[src/rtl/accum_stim_gen_if.sv]
// Write/readback bus between the stimulus generator and the accum block.
// The master drives the write strobe and data; the slave returns the running sum.
interface accum_stim_gen_if #(
  parameter int VAL_W = 32,
  parameter int ACC_W = 64
) ();
  logic             set_val;
  logic [VAL_W-1:0] val;
  logic [ACC_W-1:0] acc;

  modport master (output set_val, output val, input acc);
  modport slave  (input set_val, input val, output acc);
endinterface

[src/rtl/accum_stim_gen.sv]
// Stimulus source and readback checker for accum: issues an arithmetic sequence
// of single-cycle writes and compares acc against a 64-bit expected sum after each.
module accum_stim_gen #(
  parameter int VAL_W = 32,
  parameter int ACC_W = 64,
  parameter int CNT_W = 16,
  parameter int GAP_W = 8
) (
  input  logic             clk,
  input  logic             rst_n,
  input  logic             start,
  input  logic [VAL_W-1:0] base,
  input  logic [VAL_W-1:0] step,
  input  logic [CNT_W-1:0] count,
  input  logic [GAP_W-1:0] gap,
  accum_stim_gen_if.master bus,
  output logic             busy,
  output logic             done,
  output logic             mismatch,
  output logic [CNT_W-1:0] err_idx,
  output logic [ACC_W-1:0] exp_acc
);

  typedef enum logic [2:0] {
    IDLE,
    ISSUE,
    CHECK,
    GAP,
    DONE
  } state_t;

  localparam logic [CNT_W-1:0] CNT_ONE = CNT_W'(1);
  localparam logic [GAP_W-1:0] GAP_ONE = GAP_W'(1);

  state_t           state;
  logic [VAL_W-1:0] cur;
  logic [VAL_W-1:0] step_r;
  logic [CNT_W-1:0] count_r;
  logic [GAP_W-1:0] gap_r;
  logic [CNT_W-1:0] idx;
  logic [GAP_W-1:0] gap_cnt;

  // Outputs are registered on entry to each state, so set_val is already high
  // in the first ISSUE cycle and done is high for exactly the DONE cycle.
  always_ff @(posedge clk or negedge rst_n) begin
    if (!rst_n) begin
      state       <= IDLE;
      bus.set_val <= 1'b0;
      bus.val     <= '0;
      busy        <= 1'b0;
      done        <= 1'b0;
      mismatch    <= 1'b0;
      err_idx     <= '0;
      exp_acc     <= '0;
      cur         <= '0;
      step_r      <= '0;
      count_r     <= '0;
      gap_r       <= '0;
      idx         <= '0;
      gap_cnt     <= '0;
    end else begin
      case (state)
        IDLE: begin
          if (start) begin
            step_r   <= step;
            count_r  <= count;
            gap_r    <= gap;
            exp_acc  <= bus.acc;
            idx      <= '0;
            mismatch <= 1'b0;
            err_idx  <= '0;
            busy     <= 1'b1;
            if (count != '0) begin
              state       <= ISSUE;
              bus.set_val <= 1'b1;
              bus.val     <= base;
              cur         <= base;
            end else begin
              state <= DONE;
              done  <= 1'b1;
            end
          end
        end

        ISSUE: begin
          exp_acc     <= exp_acc + ACC_W'(cur);
          cur         <= cur + step_r;
          bus.set_val <= 1'b0;
          bus.val     <= '0;
          state       <= CHECK;
        end

        // accum's sum for the write just issued is visible here; only the
        // first failing index is kept so the report points at the root cause.
        CHECK: begin
          if ((bus.acc != exp_acc) && !mismatch) begin
            mismatch <= 1'b1;
            err_idx  <= idx;
          end
          idx <= idx + CNT_ONE;
          if (idx == count_r - CNT_ONE) begin
            state <= DONE;
            done  <= 1'b1;
          end else if (gap_r == '0) begin
            state       <= ISSUE;
            bus.set_val <= 1'b1;
            bus.val     <= cur;
          end else begin
            state   <= GAP;
            gap_cnt <= gap_r;
          end
        end

        GAP: begin
          if (gap_cnt == GAP_ONE) begin
            state       <= ISSUE;
            bus.set_val <= 1'b1;
            bus.val     <= cur;
          end else begin
            gap_cnt <= gap_cnt - GAP_ONE;
          end
        end

        DONE: begin
          done  <= 1'b0;
          busy  <= 1'b0;
          state <= IDLE;
        end

        default: begin
          state       <= IDLE;
          bus.set_val <= 1'b0;
          bus.val     <= '0;
          busy        <= 1'b0;
          done        <= 1'b0;
        end
      endcase
    end
  end

endmodule

[src/flat_wrapper.sv]
// flat-port wrapper written by rule: the top's interface ports become plain ports
module accum_stim_gen_flat 
#(
  parameter int VAL_W = 32,
  parameter int ACC_W = 64,
  parameter int CNT_W = 16,
  parameter int GAP_W = 8
)
  (clk, rst_n, start, base, step, count, gap, busy, done, mismatch, err_idx, exp_acc, bus_set_val, bus_val, bus_acc);
  accum_stim_gen_if #(.VAL_W(VAL_W), .ACC_W(ACC_W)) bus_i ();
  input  logic clk;
  input  logic rst_n;
  input  logic start;
  input  logic [VAL_W-1:0] base;
  input  logic [VAL_W-1:0] step;
  input  logic [CNT_W-1:0] count;
  input  logic [GAP_W-1:0] gap;
  output logic busy;
  output logic done;
  output logic mismatch;
  output logic [CNT_W-1:0] err_idx;
  output logic [ACC_W-1:0] exp_acc;
  output wire logic [$bits(bus_i.set_val)-1:0] bus_set_val;
  output wire logic [$bits(bus_i.val)-1:0] bus_val;
  input wire logic [$bits(bus_i.acc)-1:0] bus_acc;
  assign bus_set_val = bus_i.set_val;
  assign bus_val = bus_i.val;
  assign bus_i.acc = bus_acc;
  accum_stim_gen #(.VAL_W(VAL_W), .ACC_W(ACC_W), .CNT_W(CNT_W), .GAP_W(GAP_W)) u_core (.clk(clk), .rst_n(rst_n), .start(start), .base(base), .step(step), .count(count), .gap(gap), .bus(bus_i), .busy(busy), .done(done), .mismatch(mismatch), .err_idx(err_idx), .exp_acc(exp_acc));
endmodule
[config.mk]
export PLATFORM = sky130hd
export DESIGN_NAME = accum_stim_gen_flat
export DESIGN_NICKNAME = d
export VERILOG_FILES = /design/src/rtl/accum_stim_gen_if.sv /design/src/rtl/accum_stim_gen.sv /design/src/flat_wrapper.sv
export SDC_FILE = /design/constraint.sdc
export NUM_CORES = 1
export LEC_CHECK = 0
export ABC_AREA = 1
export CAP_MARGIN = 10
export CORE_ASPECT_RATIO = 1.25
export CORE_UTILIZATION = 55
export CTS_CLUSTER_DIAMETER = 120
export DETAILED_ROUTE_END_ITERATION = 8
export PLACE_DENSITY = 0.87
export SYNTH_ARGS = -nofsm -noshare
export SYNTH_HDL_FRONTEND = slang
export SYNTH_SLANG_ARGS = --single-unit
[constraint.sdc]
create_clock -name clk -period 2.9 [get_ports clk]
set_input_delay 0.58 -clock clk [delete_from_list [all_inputs] [get_ports clk]]
set_output_delay 0.58 -clock clk [all_outputs]
set_load 0.05 [all_outputs]
* Word-level counts from Yosys, hierarchy flattened *
Cells that the tools add are included.

word-level totals
  flip-flop bits (word level) = 231
  latch bits = 0
  memory bits (writable) = 0
  memory bits (read-only) = 0
  bits of input ports = 155
  output and inout port bits = 116
  word-level logic and storage cells = 97
  memories kept = 0

cells by class
  $add $sub $neg = 5
  multipliers = 0
  divide/modulo/power cells = 0
  order comparisons = 0
  equality and inequality tests = 17
  shift operators = 0
  multiplexer cells = 38
  bitwise operators = 3
  reduce and logical (&&, ||, !) cells = 20

operators by type and width
  operator                                             count
  2-to-1 mux 32 bit                                    5
  case mux 32 bit (4 select lines)                     1
  case mux 64 bit (2 select lines)                     1
  adder 64 x 32 -> 64 bit                              1
  2-to-1 mux 64 bit                                    1
  != test 64 bit                                       1
  case mux 16 bit (2 select lines)                     2
  case mux 32 bit (2 select lines)                     1
  adder 32 bit                                         1
  2-to-1 mux 16 bit                                    2
  2-to-1 mux 8 bit                                     3
  adder 16 x 1 -> 16 bit, second input constant        1
  equality test 16 bit                                 1
  case mux 8 bit (2 select lines)                      1
  nonzero test 16 bit                                  1
  subtractor 16 x 1 -> 16 bit, second input constant   1
  2-to-1 mux 3 bit                                     4
  case mux 3 bit (4 select lines)                      1
  2-to-1 mux 1 bit                                     11
  != test 2 x 1 -> 1 bit, second input constant        5
  != test 2 bit, second input constant                 5
  AND reduction 2 bit                                  5
  equality test 8 x 1 -> 1 bit, second input constant  1
  logical NOT 8 bit                                    1
  18 further kinds                                     26

* Logic depth before layout (Yosys ltp) *
Gate-level depths: netlist (run 1).

  depth in word-level cells = 4
  gate-level depth with buffers = 16
  mapped depth without buffers = 16

* Worst setup path before layout (run 1) *
OpenSTA, ideal clock, no wires.

  path kind = flip-flop to flip-flop
  from = register u_core.exp_acc[0]
  to = register u_core.exp_acc[36]
  library setup time = 0.133 ns
  data arrival time = 2.249 ns
  data required time = 2.767 ns
  slack = 0.518 ns
  stages on the path, launching flop included = 16
  buffers on the path = 0
  period minus slack after synthesis = 2.382 ns
  path through = dfrtp_1 ha_1 inv_1 fa_1 inv_1 nand3_1 nand3_1 nand3_1 nand3_1 nand2_1 nand2_1 nand2_1 nand3_1 nand3_1 nand2_1 o21ai_0

on the way
  cells in the longest elaborated chain, start to end = 2

ends and longest elaborated chain
  what                              line                  text
  start: declaration                accum_stim_gen.sv:21  output logic [ACC_W-1:0] exp_acc
  start signal: assignment          accum_stim_gen.sv:68  exp_acc <= bus.acc;
  start signal: assignment          accum_stim_gen.sv:86  exp_acc <= exp_acc + ACC_W'(cur);
  adder 64 x 32 -> 64 bit           accum_stim_gen.sv:86
  case mux 64 bit (2 select lines)  accum_stim_gen.sv:62  case (state)

Every way passes these cells.
A chain may end at the register's enable or synchronous reset.

* Worst setup path in the final report (run 1) *
  from = register u_core.cur[24]
  to = register u_core.exp_acc[57]

on the way
  cells in the longest elaborated chain, start to end = 2

ends and longest elaborated chain
  what                              line                  text
  start: declaration                accum_stim_gen.sv:36  logic [VAL_W-1:0] cur;
  start signal: assignment          accum_stim_gen.sv:77  cur <= base;
  start signal: assignment          accum_stim_gen.sv:87  cur <= cur + step_r;
  adder 64 x 32 -> 64 bit           accum_stim_gen.sv:86
  case mux 64 bit (2 select lines)  accum_stim_gen.sv:62

Every way passes these cells.

==> results_dict.tcl, run 1 <==
set metrics [dict create \
    status "complete, but fails checks" \
    violations "negative hold slack" \
    rows 73 \
    p_leak_nw 10.95 \
    finalHoldViolations 6 \
    cap_violations 0 \
    cts-root-buf "clkbuf_16" \
    synth.area.mux_share_pct 0.05639 \
    synth_most_common_cell "nand2_1" \
    yosysTopAreaCell "dfrtp_1" \
    drv_slew 0 \
    core_area_um2 31790 \
    setup_viol 0 \
    grtUsageTotal_pct 41.46 \
    synth_edf_count 0 \
    endpoint_kind "flop" \
    htree_levels 1 \
    fin_crit_sh_pct 97.18 \
    power.total_w 0.03053 \
    grt-ovfl-total 0 \
    path_clk_slew_ns 0.07 \
    antenna_found_initial 1 \
    synth_area_um2 17750 \
    synth_top_family_by_area "simple AND/OR/NAND/NOR gates" \
    grt_pass1_wl_mm 105.1 \
    placed_area_um2 20950 \
    synth_area_leaders "dfrtp_1 (33%), nand2_1 (21%), inv_1 (6.8%)" \
    num_antenna_cells 0 \
    cts.path.max_buffers 3 \
    post-route-drc-count 0 \
    final_area_um2 21830 \
    critPathMaxFanout 5 \
    die_area_um2 33000 \
    layout.nets 3229 \
    grt_pass1_vias 19530 \
    cts_tree "yes" \
    place_congestion 1.045 \
    synth_ff_type "dfrtp_1" \
    syn_nets 2984 \
    ys_seq_elements 231 \
    synthTopCellsByCount "nand2_1 (1005), inv_1 (320), dfrtp_1 (231)" \
    required_ns 3.35 \
    grt_max_degree 87 \
    cts_buffers 26 \
    slew_headroom_pct 52.29 \
    synth-seq-area-share_pct 32.57 \
    yosysWarningCount 0 \
    yosysTopAreaCellShare_pct 32.57 \
    via_count 19940 \
    synthArstFlopShare_pct 100.0 \
    die_width_um 162.7 \
    hold_path_class "input port to asynchronous set/reset pin" \
    hold_ws_ns -0.01545 \
    synthSimpleGateAreaFrac_pct 36.74 \
    ios 271 \
    die_h_um 202.9 \
    syn_inst 2760 \
    cp.arrival_ns 3.26 \
    rsz0062_at_grt "no" \
    initialDrtViolationCount 2154 \
    synth_compound_area_share_pct 11.55 \
    dp_hpwl_mm 53.30 \
    worst_slew_pin_slew_ns 0.7157 \
    antenna_left 0 \
    synthXorXnorAreaFrac_pct 4.836 \
    avgRoutedWirePerCell_um 20.03 \
    synth.avg_cell_area_um2 6.431 \
    powerDensity_nw_per_um2 1398 \
    wirelength_mm 68.81 \
    worst_setup_path_start_kind "flop" \
    clk-insertion-delay-late_ns 0.57 \
    ir_drop_v 0.001062 \
    io_buffers 270 \
    dr.pass1.iters 7 \
    via_per_inst 5.804 \
    area_growth_pct 22.99 \
    path_class "flop to flop" \
    synthAdderAreaFrac_pct 4.949 \
    ys_types 50 \
    max_clock_freq_mhz 354.8 \
    drive_gt1_share_pct 4.069 \
    skew_ns 0.01577 \
    finalCriticalPeriod_ns 2.818 \
    start_util_pct 55.84 \
    cts.sinks 231 \
]
## kinds of logic (layout without fill, tap and decap cells)
family / after synthesis / after routing
AO/OA/AOI/OAI: 380 / 380
AND/OR/NAND/NOR: 1557 / 1559
XOR/XNOR: 98 / 98
flip-flops: 231 / 231
multiplexers: 1 / 1
buffers and inverters: 424 / 685
adder cells (fa/ha/maj): 69 / 69
## power breakdown
part	internal, W	total, W	switching, W
Combinational	0.00656	0.0203	0.0138
Sequential	0.00472	0.00686	0.00214
Clock	0.00187	0.00335	0.00148
Total	0.0132	0.0305	0.0174
## worst paths after layout
path	startpoint	to	slack, ns	cells past startpoint
min reg2reg	u_core.bus.val[30]	u_core.bus.val[30]	0.47	2
min in group clk	u_core.bus.val[30]	u_core.bus.val[30]	0.47	2
max in group asynchronous	rst_n	u_core.count_r[14]	2.00	2
min	rst_n	u_core.bus.val[17]	-0.02	1
max	u_core.cur[24]	u_core.exp_acc[57]	0.08	11
max reg2reg	u_core.cur[24]	u_core.exp_acc[57]	0.08	11
## worst max-delay path, cell delays in order (launching register included)
cell,delay [ns]
dfrtp_1,0.51
ha_1,0.47
a21oi_1,0.25
o21ai_0,0.20
a21oi_1,0.30
nand3_1,0.39
nand2_1,0.26
nand2_1,0.07
nand2_1,0.06
nand3_1,0.06
nand2_1,0.08
nand2_1,0.04
## metal layers
layer / share of wire [%] / global-route usage [%] / up-vias
li1: - / - / 9360
met1: 36 / 47.49 / 9267
met2: 48 / 70.61 / 1043
met3: 7.6 / 5.598 / 265
met4: 7.8 / 29.84 / 2
met5: 0.017 / 0 / -
## cell type report
class / count / area [um^2]
Clock buffer: 31 / 679.4
Clock inverter: 15 / 165.2
Fill cell: 2652 / 9955
Inverter: 331 / 1244
Multi-Input combinational cell: 2107 / 10370
Sequential cell: 231 / 5781
Tap cell: 412 / 515.5
Timing Repair Buffer: 308 / 3080
## state kept, by name, indices dropped and copies added, names as in the netlist
| name | cells |
|---|---|
| u_core.exp_acc | 64 |
| u_core.bus.set_val | 1 |
| u_core.step_r | 32 |
| u_core.count_r | 16 |
| u_core.state | 3 |
| u_core.bus.val | 32 |
| u_core.idx | 16 |
| u_core.gap_cnt | 8 |
| u_core.done | 1 |
| u_core.err_idx | 16 |
| u_core.gap_r | 8 |
| u_core.mismatch | 1 |
| u_core.cur | 32 |
| u_core.busy | 1 |
## stage by stage
step	utilization, %	setup WS, ns	cells	TNS, ns	hold slack [ns]
after floorplan	-	0.5182	2760	0	0.2844
after global placement	65.90	-0.1897	3387	-3.146	0.4538
after detailed placement	65.90	-0.2881	3387	-4.430	0.4597
after CTS	68.56	0.07770	3433	0	0.02730
after global routing	68.68	0.007148	3435	0	0.05239
final	68.68	0.08181	3435	0	-0.01545
## placed cells by master (no fill, tap or decap), types with 5 or more instances in the layout
| cell | n |
|---|---|
| a21o_1 | 7 |
| a21oi_1 | 128 |
| buf_12 | 7 |
| buf_4 | 31 |
| clkbuf_16 | 26 |
| clkdlybuf4s50_1 | 269 |
| dfrtp_1 | 231 |
| ha_1 | 66 |
| inv_1 | 320 |
| inv_2 | 9 |
| nand2_1 | 1005 |
| nand3_1 | 207 |
| nand4_1 | 79 |
| nor2_1 | 196 |
| nor2_2 | 6 |
| nor2_4 | 5 |
| nor3_1 | 22 |
| nor4_1 | 11 |
| o211ai_1 | 12 |
| o21a_1 | 6 |
| o21ai_0 | 181 |
| o21ai_1 | 6 |
| o21bai_1 | 9 |
| o22ai_1 | 15 |
| or2_2 | 10 |
| xnor2_1 | 68 |
| xor2_1 | 30 |
## timing repair
| action | CTS | global route |
|---|---|---|
| endpoints found under the hold margin | 0 | 0 |
| gates resized for setup | 0 | 5 |
| hold buffers | 0 | 0 |
| endpoints found under the setup margin | 0 | 39 |
| buffers inserted | 0 | 0 |
Note: power is estimated with default switching activity, not from simulation.
==> run 2, diff against run 1 <==
--- a/config.mk
+++ b/config.mk
@@ -8,9 +8,12 @@
 export ABC_AREA = 1
 export CAP_MARGIN = 10
+export CELL_PAD_IN_SITES_DETAIL_PLACEMENT = 1
+export CELL_PAD_IN_SITES_GLOBAL_PLACEMENT = 1
 export CORE_ASPECT_RATIO = 1.25
-export CORE_UTILIZATION = 55
+export CORE_MARGIN = 2
+export CORE_UTILIZATION = 39
 export CTS_CLUSTER_DIAMETER = 120
 export DETAILED_ROUTE_END_ITERATION = 8
-export PLACE_DENSITY = 0.87
+export PLACE_DENSITY = 0.88
 export SYNTH_ARGS = -nofsm -noshare
 export SYNTH_HDL_FRONTEND = slang
==> constraint.sdc (replaced) <==
create_clock -name clk -period 2.9 [get_ports clk]
set_input_delay 0.435 -clock clk [delete_from_list [all_inputs] [get_ports clk]]
set_output_delay 0.435 -clock clk [all_outputs]
set_load 0.05 [all_outputs]
==> run 2 against run 1 <==
The run now ends clean. Die area increased by 43%. Maximum frequency increased by 1.6%. Utilization decreased by 19 points. Clock-buffer cell count increased by 1. Total power increased by 3.4%. Global-route usage decreased by 9.8 points. Hold slack improved by 0.40 ns. Via count decreased by 0.77%. Routed wire length increased by 11%. Setup slack improved by 0.044 ns. Critical path type unchanged. Critical endpoint is now u_core.exp_acc[41].
==> results_dict.tcl, run 2 (synthesized netlist as in run 1, its figures left out) <==
set metrics [dict create \
    regMostFlops "u_core.exp_acc" \
    required_ns 3.38 \
    post_layout_nonfiller_instances 3607 \
    critPathTopFamily "simple AND/OR/NAND/NOR gates" \
    num_antenna_cells 0 \
    r2r_cells 11 \
    rsz0062_at_grt "no" \
    worst_setup_path_start_kind "flop" \
    cts_tree "yes" \
    core_area_um2 45070 \
    status "complete, no violations" \
    finalHoldViolations 0 \
    antenna_found_initial 0 \
    met1_length_mm 29.99 \
    grtUsageTotal_pct 31.68 \
    cts_buffers 28 \
    fin_util_pct 49.30 \
    dp_hpwl_mm 60.55 \
    p_leak_nw 11.04 \
    via_per_inst 5.485 \
    final_area_um2 22220 \
    grt_pass1_wl_mm 117.3 \
    path_class "flop to flop" \
    start_util_pct 39.39 \
    cts.path.max_buffers 3 \
    max_clock_freq_mhz 360.4 \
    dp.cells 3553 \
    finalCriticalPeriod_ns 2.775 \
    layout_commonest_cell "nand2_1" \
    ios 271 \
    cts-root-buf "clkbuf_16" \
    io_buffers 270 \
    finalSetupTns_ns 0 \
    initialDrtViolationCount 1218 \
    cp.arrival_ns 3.25 \
    top_layer "met4" \
    die_h_um 242.5 \
    dr.pass1.iters 5 \
    fin_crit_sh_pct 95.68 \
    place_congestion 1.005 \
    post-route-drc-count 0 \
    antenna_left 0 \
    avgRoutedWirePerCell_um 21.20 \
    crit_cells 11 \
    layout.nets 3231 \
    wl_met3_mm 3.370 \
    setup_viol 0 \
    ir_drop_v 0.0006710 \
    rows 87 \
    cap_violations 0 \
    layout_common_cells "nand2_1 (1005), inv_1 (320), clkdlybuf4s50_1 (269)" \
    grt_pass1_vias 20940 \
    slew_headroom_pct 49.24 \
    path_clk_slew_ns 0.06 \
    die_width_um 194.8 \
    endpoint_kind "flop" \
    grt-ovfl-total 0 \
    drv_slew 0 \
    cts.sinks 231 \
    max_stage_delay_ns 0.51 \
    area_growth_pct 25.18 \
    slowest_stage "dfrtp_1" \
    cts_setup_buffers 0 \
    worstHoldPathCells 3 \
    htree_levels 1 \
    clk-insertion-delay-late_ns 0.59 \
    wirelength_mm 76.46 \
    hold_path_class "input port to flop" \
    critPathMaxFanout 5 \
    largest_reg_flops 64 \
    via_count 19780 \
    drive_gt1_share_pct 4.226 \
    grt_max_degree 82 \
    placed_area_um2 21160 \
    die_area_um2 47240 \
    worst_slew_pin_slew_ns 0.7614 \
    crit_chain "ha_1 -> a21oi_1 -> o21ai_0 -> a21oi_1 -> nand3_1 -> nand2_1 -> nand2_1 -> nand2_1 -> nand3_1 -> nand2_1 -> nand2_1" \
    wl_met2_mm 38.93 \
    powerDensity_nw_per_um2 1421 \
    path_common_cell "nand2_1" \
    skew_ns 0.02483 \
    crit_buf_inv 0 \
]
==> run 2: final timing paths <==
check	end	slack, ns	start
setup / recovery	u_core.exp_acc[41]	0.13	u_core.cur[24]
max in group asynchronous	u_core.err_idx[10]	1.62	rst_n
min in group asynchronous	u_core.bus.val[11]	0.43	rst_n
hold / removal	u_core.gap_r[3]	0.39	gap[3]
setup reg to reg	u_core.exp_acc[41]	0.13	u_core.cur[24]
hold reg to reg	u_core.bus.val[0]	0.48	u_core.bus.val[0]
==> run 2: report_power, final <==
group | leakage (nW) | total [W] | internal, W | switching, W
Clock | 0.491 | 0.00400 | 0.00236 | 0.00164
Sequential | 2.86 | 0.00685 | 0.00472 | 0.00212
Combinational | 7.68 | 0.0207 | 0.00657 | 0.0142
==> run 2: cell type report <==
type                    count  area, um^2
well taps                 578       723.2
inverters                 331        1244
flip-flops and latches    231        5781
fillers                  5929       22850
clock buffers              32       725.7
clock inverters            20       301.5
multi-input cells        2106       10350
repair buffers            309        3090
==> run 2: metal layers <==
metal | GRT usage (%) | up-vias
met5 | 0 | -
met3 | 3.021 | 176
li1 | - | 9382
met2 | 58.67 | 555
met4 | 16.10 | 0
met1 | 36.09 | 9671
==> run 2: worst min-delay path, stage by stage <==
cell and delay (ns):
clkdlybuf4s50_1 0.40, nand2_1 0.06, nand2_1 0.04
==> run 2: per-stage QoR <==
stage	setup slack, ns	total power [W]	hold slack [ns]
after floorplan	0.5182	0.01980	0.1394
after global placement	0.2007	0.02648	0.4579
after detailed placement	0.1241	0.02721	0.4688
after CTS	0.1012	0.03143	0.3746
after global routing	0.004236	0.03373	0.3896
final	0.1254	0.03157	0.3889
==> run 2: repair_timing <==
item	4_1_cts	5_1_grt
endpoints found under the hold margin	77	0
resized for setup	0	3
endpoints found under the setup margin	0	34
hold buffers	1	0
==> RTL change (settings of run 2) <==
Encoding of `state_t`: now one-hot (5 bits for 5 states).
--- a/src/rtl/accum_stim_gen.sv
+++ b/src/rtl/accum_stim_gen.sv
@@ -21,12 +21,12 @@
   output logic [ACC_W-1:0] exp_acc
 );
 
-  typedef enum logic [2:0] {
-    IDLE,
-    ISSUE,
-    CHECK,
-    GAP,
-    DONE
+  typedef enum logic [4:0] {
+    IDLE  = 5'b00001,
+    ISSUE = 5'b00010,
+    CHECK = 5'b00100,
+    GAP   = 5'b01000,
+    DONE  = 5'b10000
   } state_t;
 
   localparam logic [CNT_W-1:0] CNT_ONE = CNT_W'(1);
Function: same outputs for any inputs over 4 cycles, from zero or initial values and one cycle with rst_n low; so few cycles prove little.
==> RTL change against run 2 <==
First-iteration DRC count decreased by 16%. Clock power fell by 2%. Synthesized cell count shrank 1.3%. Power down 4.8%. Sequential cell count up 2. Final area is 0.27% higher. Maximum frequency up 0.39%. Routed wire length up 0.76%. Area after synthesis is 0.27% lower. Worst hold slack worse by 0.0046 ns. Worst setup slack gained 0.011 ns. Non-clock buffer count is 8 higher. Sequential share of layout area grew 0.16 points. Utilization rose by 0.25 points. Critical endpoint is now u_core.exp_acc[39]$_DFFE_PN0P_. Largest power group unchanged.
==> RTL change: results (changes against run 2) <==
stage,metric,value,unit,change
yosys,netlist_top_cells_count,"964 x nand2_1, 309 x inv_1, 232 x dfrtp_1",,
yosys,yosysSeqAreaShare,0.329,,+0.00380
global_route,global_route.usage.met2,0.588,,+0.00137
final_layout,n_antenna_cell,0,,unchanged
global_route,grt_pass1_wl,120000,µm,+1.9%
final_layout,layout-drive-gt1-share,0.0470,,+0.00471
yosys,synth_xor_area_frac,0.0520,,+0.00360
route,wl_met2,38700,µm,-0.61%
yosys,synthMuxAreaShare,0.00113,,+0.000567
global_route,grt_pass1_vias,20900,,-0.22%
yosys,yosysUniqueCellTypes,52,,+4.0%
route,drtIter0Drc,1018,,-16%
critical_path,r2r_cells,14,,+3
global_route,gr-usage-all-layers,0.323,,+0.00663
final_layout,num-nets-final,3204,,-0.84%
final_layout,filler_cell_count,5901,,-0.47%
power,peakVddDrop,0.000765,V,+14%
placement,hpwl,60900,µm,+0.53%
worst_hold_path,min_to,u_core.step_r[15]$_DFFE_PN0P_,,
route,dr.max_layer_used,met4,,
placement,place_ws,-0.0471,ns,-0.171 ns
route,vias_per_cell,5.53,,+0.77%
worst_hold_path,hold_start,step[15],,
clock_tree,numCtsBuffers,28,,unchanged
power,p_leak,10.8,nW,-2.2%
placement,gp_congestion,0.958,,-4.7%
critical_path,endpoint,u_core.exp_acc[39]$_DFFE_PN0P_,,
sta,finClkSkew,0.0384,ns,+0.0135 ns
clock_tree,worst_skew_pair.late_latency,0.59,ns,about the same
clock_tree,htreeDepth,1,,unchanged
critical_path,slowest_delay,0.46,ns,-0.05 ns
sta,period_share,0.953,,-0.00373
critical_path,worstPathArrival,3.21,ns,-0.04 ns
final_layout,largest_register_ffs,64,,unchanged
global_route,met3_usage,0.0299,,-0.000278
placement,placed_cell_area,0.0212,mm²,+0.35%
critical_path,critPathLaunch,u_core.cur[2]$_DFFE_PN0P_,,
global_route,grt_max_degree,107,,+30%
sta,whs,0.384,ns,-0.00459 ns
yosys,synthAdderAreaFrac,0.0496,,+0.000136
route,met3_length,3260,µm,-3.4%
yosys,synthTopCellsByArea,"dfrtp_1 33%, nand2_1 20%, inv_1 6.6%, nand3_1 5.5%, nor2_1 4.8%",,
clock_tree,cts_buffer_depth,3,,unchanged
worst_hold_path,hp-class,in -> reg,,
global_route,grt_util_met1,0.393,,+0.0319
placement,port_buffers,270,,unchanged
yosys,synth_fp_nets,2947,,-1.2%
status,status,"finished, final reports clean",,
yosys,syn_avg_cell_area,6.50,µm²,+1.1%
route,wire_per_inst,21.5,µm,+1.5%
sta,max_slew_margin,0.379,,-0.114
final_layout,instances_no_fill,3580,,-0.75%
yosys,yosys.area.top_type,dfrtp_1,,
placement,dp_cells,3527,,-0.73%
route,met1_length,31900,µm,+6.2%
yosys,synth_compound_area_frac,0.114,,-0.00145
clock_tree,cts_resized,0,,unchanged
[RTL change: area by class of cell]
class                   count  area (µm²)  share of cell area
multi-input cells        2084       10300               0.464
flip-flops and latches    233        5830               0.262
repair buffers            317        3190               0.143
inverters                 316        1190              0.0533
clock buffers              39         833              0.0374
well taps                 578         723              0.0325
clock inverters            13         174             0.00781
[RTL change: where the power goes]
group	switching [mW]	internal, mW
clock network	1.56	2.35
logic	13.2	6.38
registers	1.99	4.59
total	16.7	13.3
[RTL change: kinds of logic (layout without fill, tap and decap cells)]
family / after synthesis / count (layout)
muxes: 2 / 2
and+or+nand+nor: 1546 / 1546
buffers and inverters: 406 / 685
xor gates and xnor gates: 105 / 105
AOI/OAI and AO/OA: 362 / 362
DFF: 233 / 233
adders and majority gates: 69 / 69
[RTL change: critical path: cells and delay by family, from the launching register on]
kind | cells | cell delay (ns)
adder cells (fa/ha/maj) | 1 | 0.39
AND/OR/NAND/NOR | 12 | 1.47
flip-flops | 1 | 0.46
AO/OA/AOI/OAI | 1 | 0.29
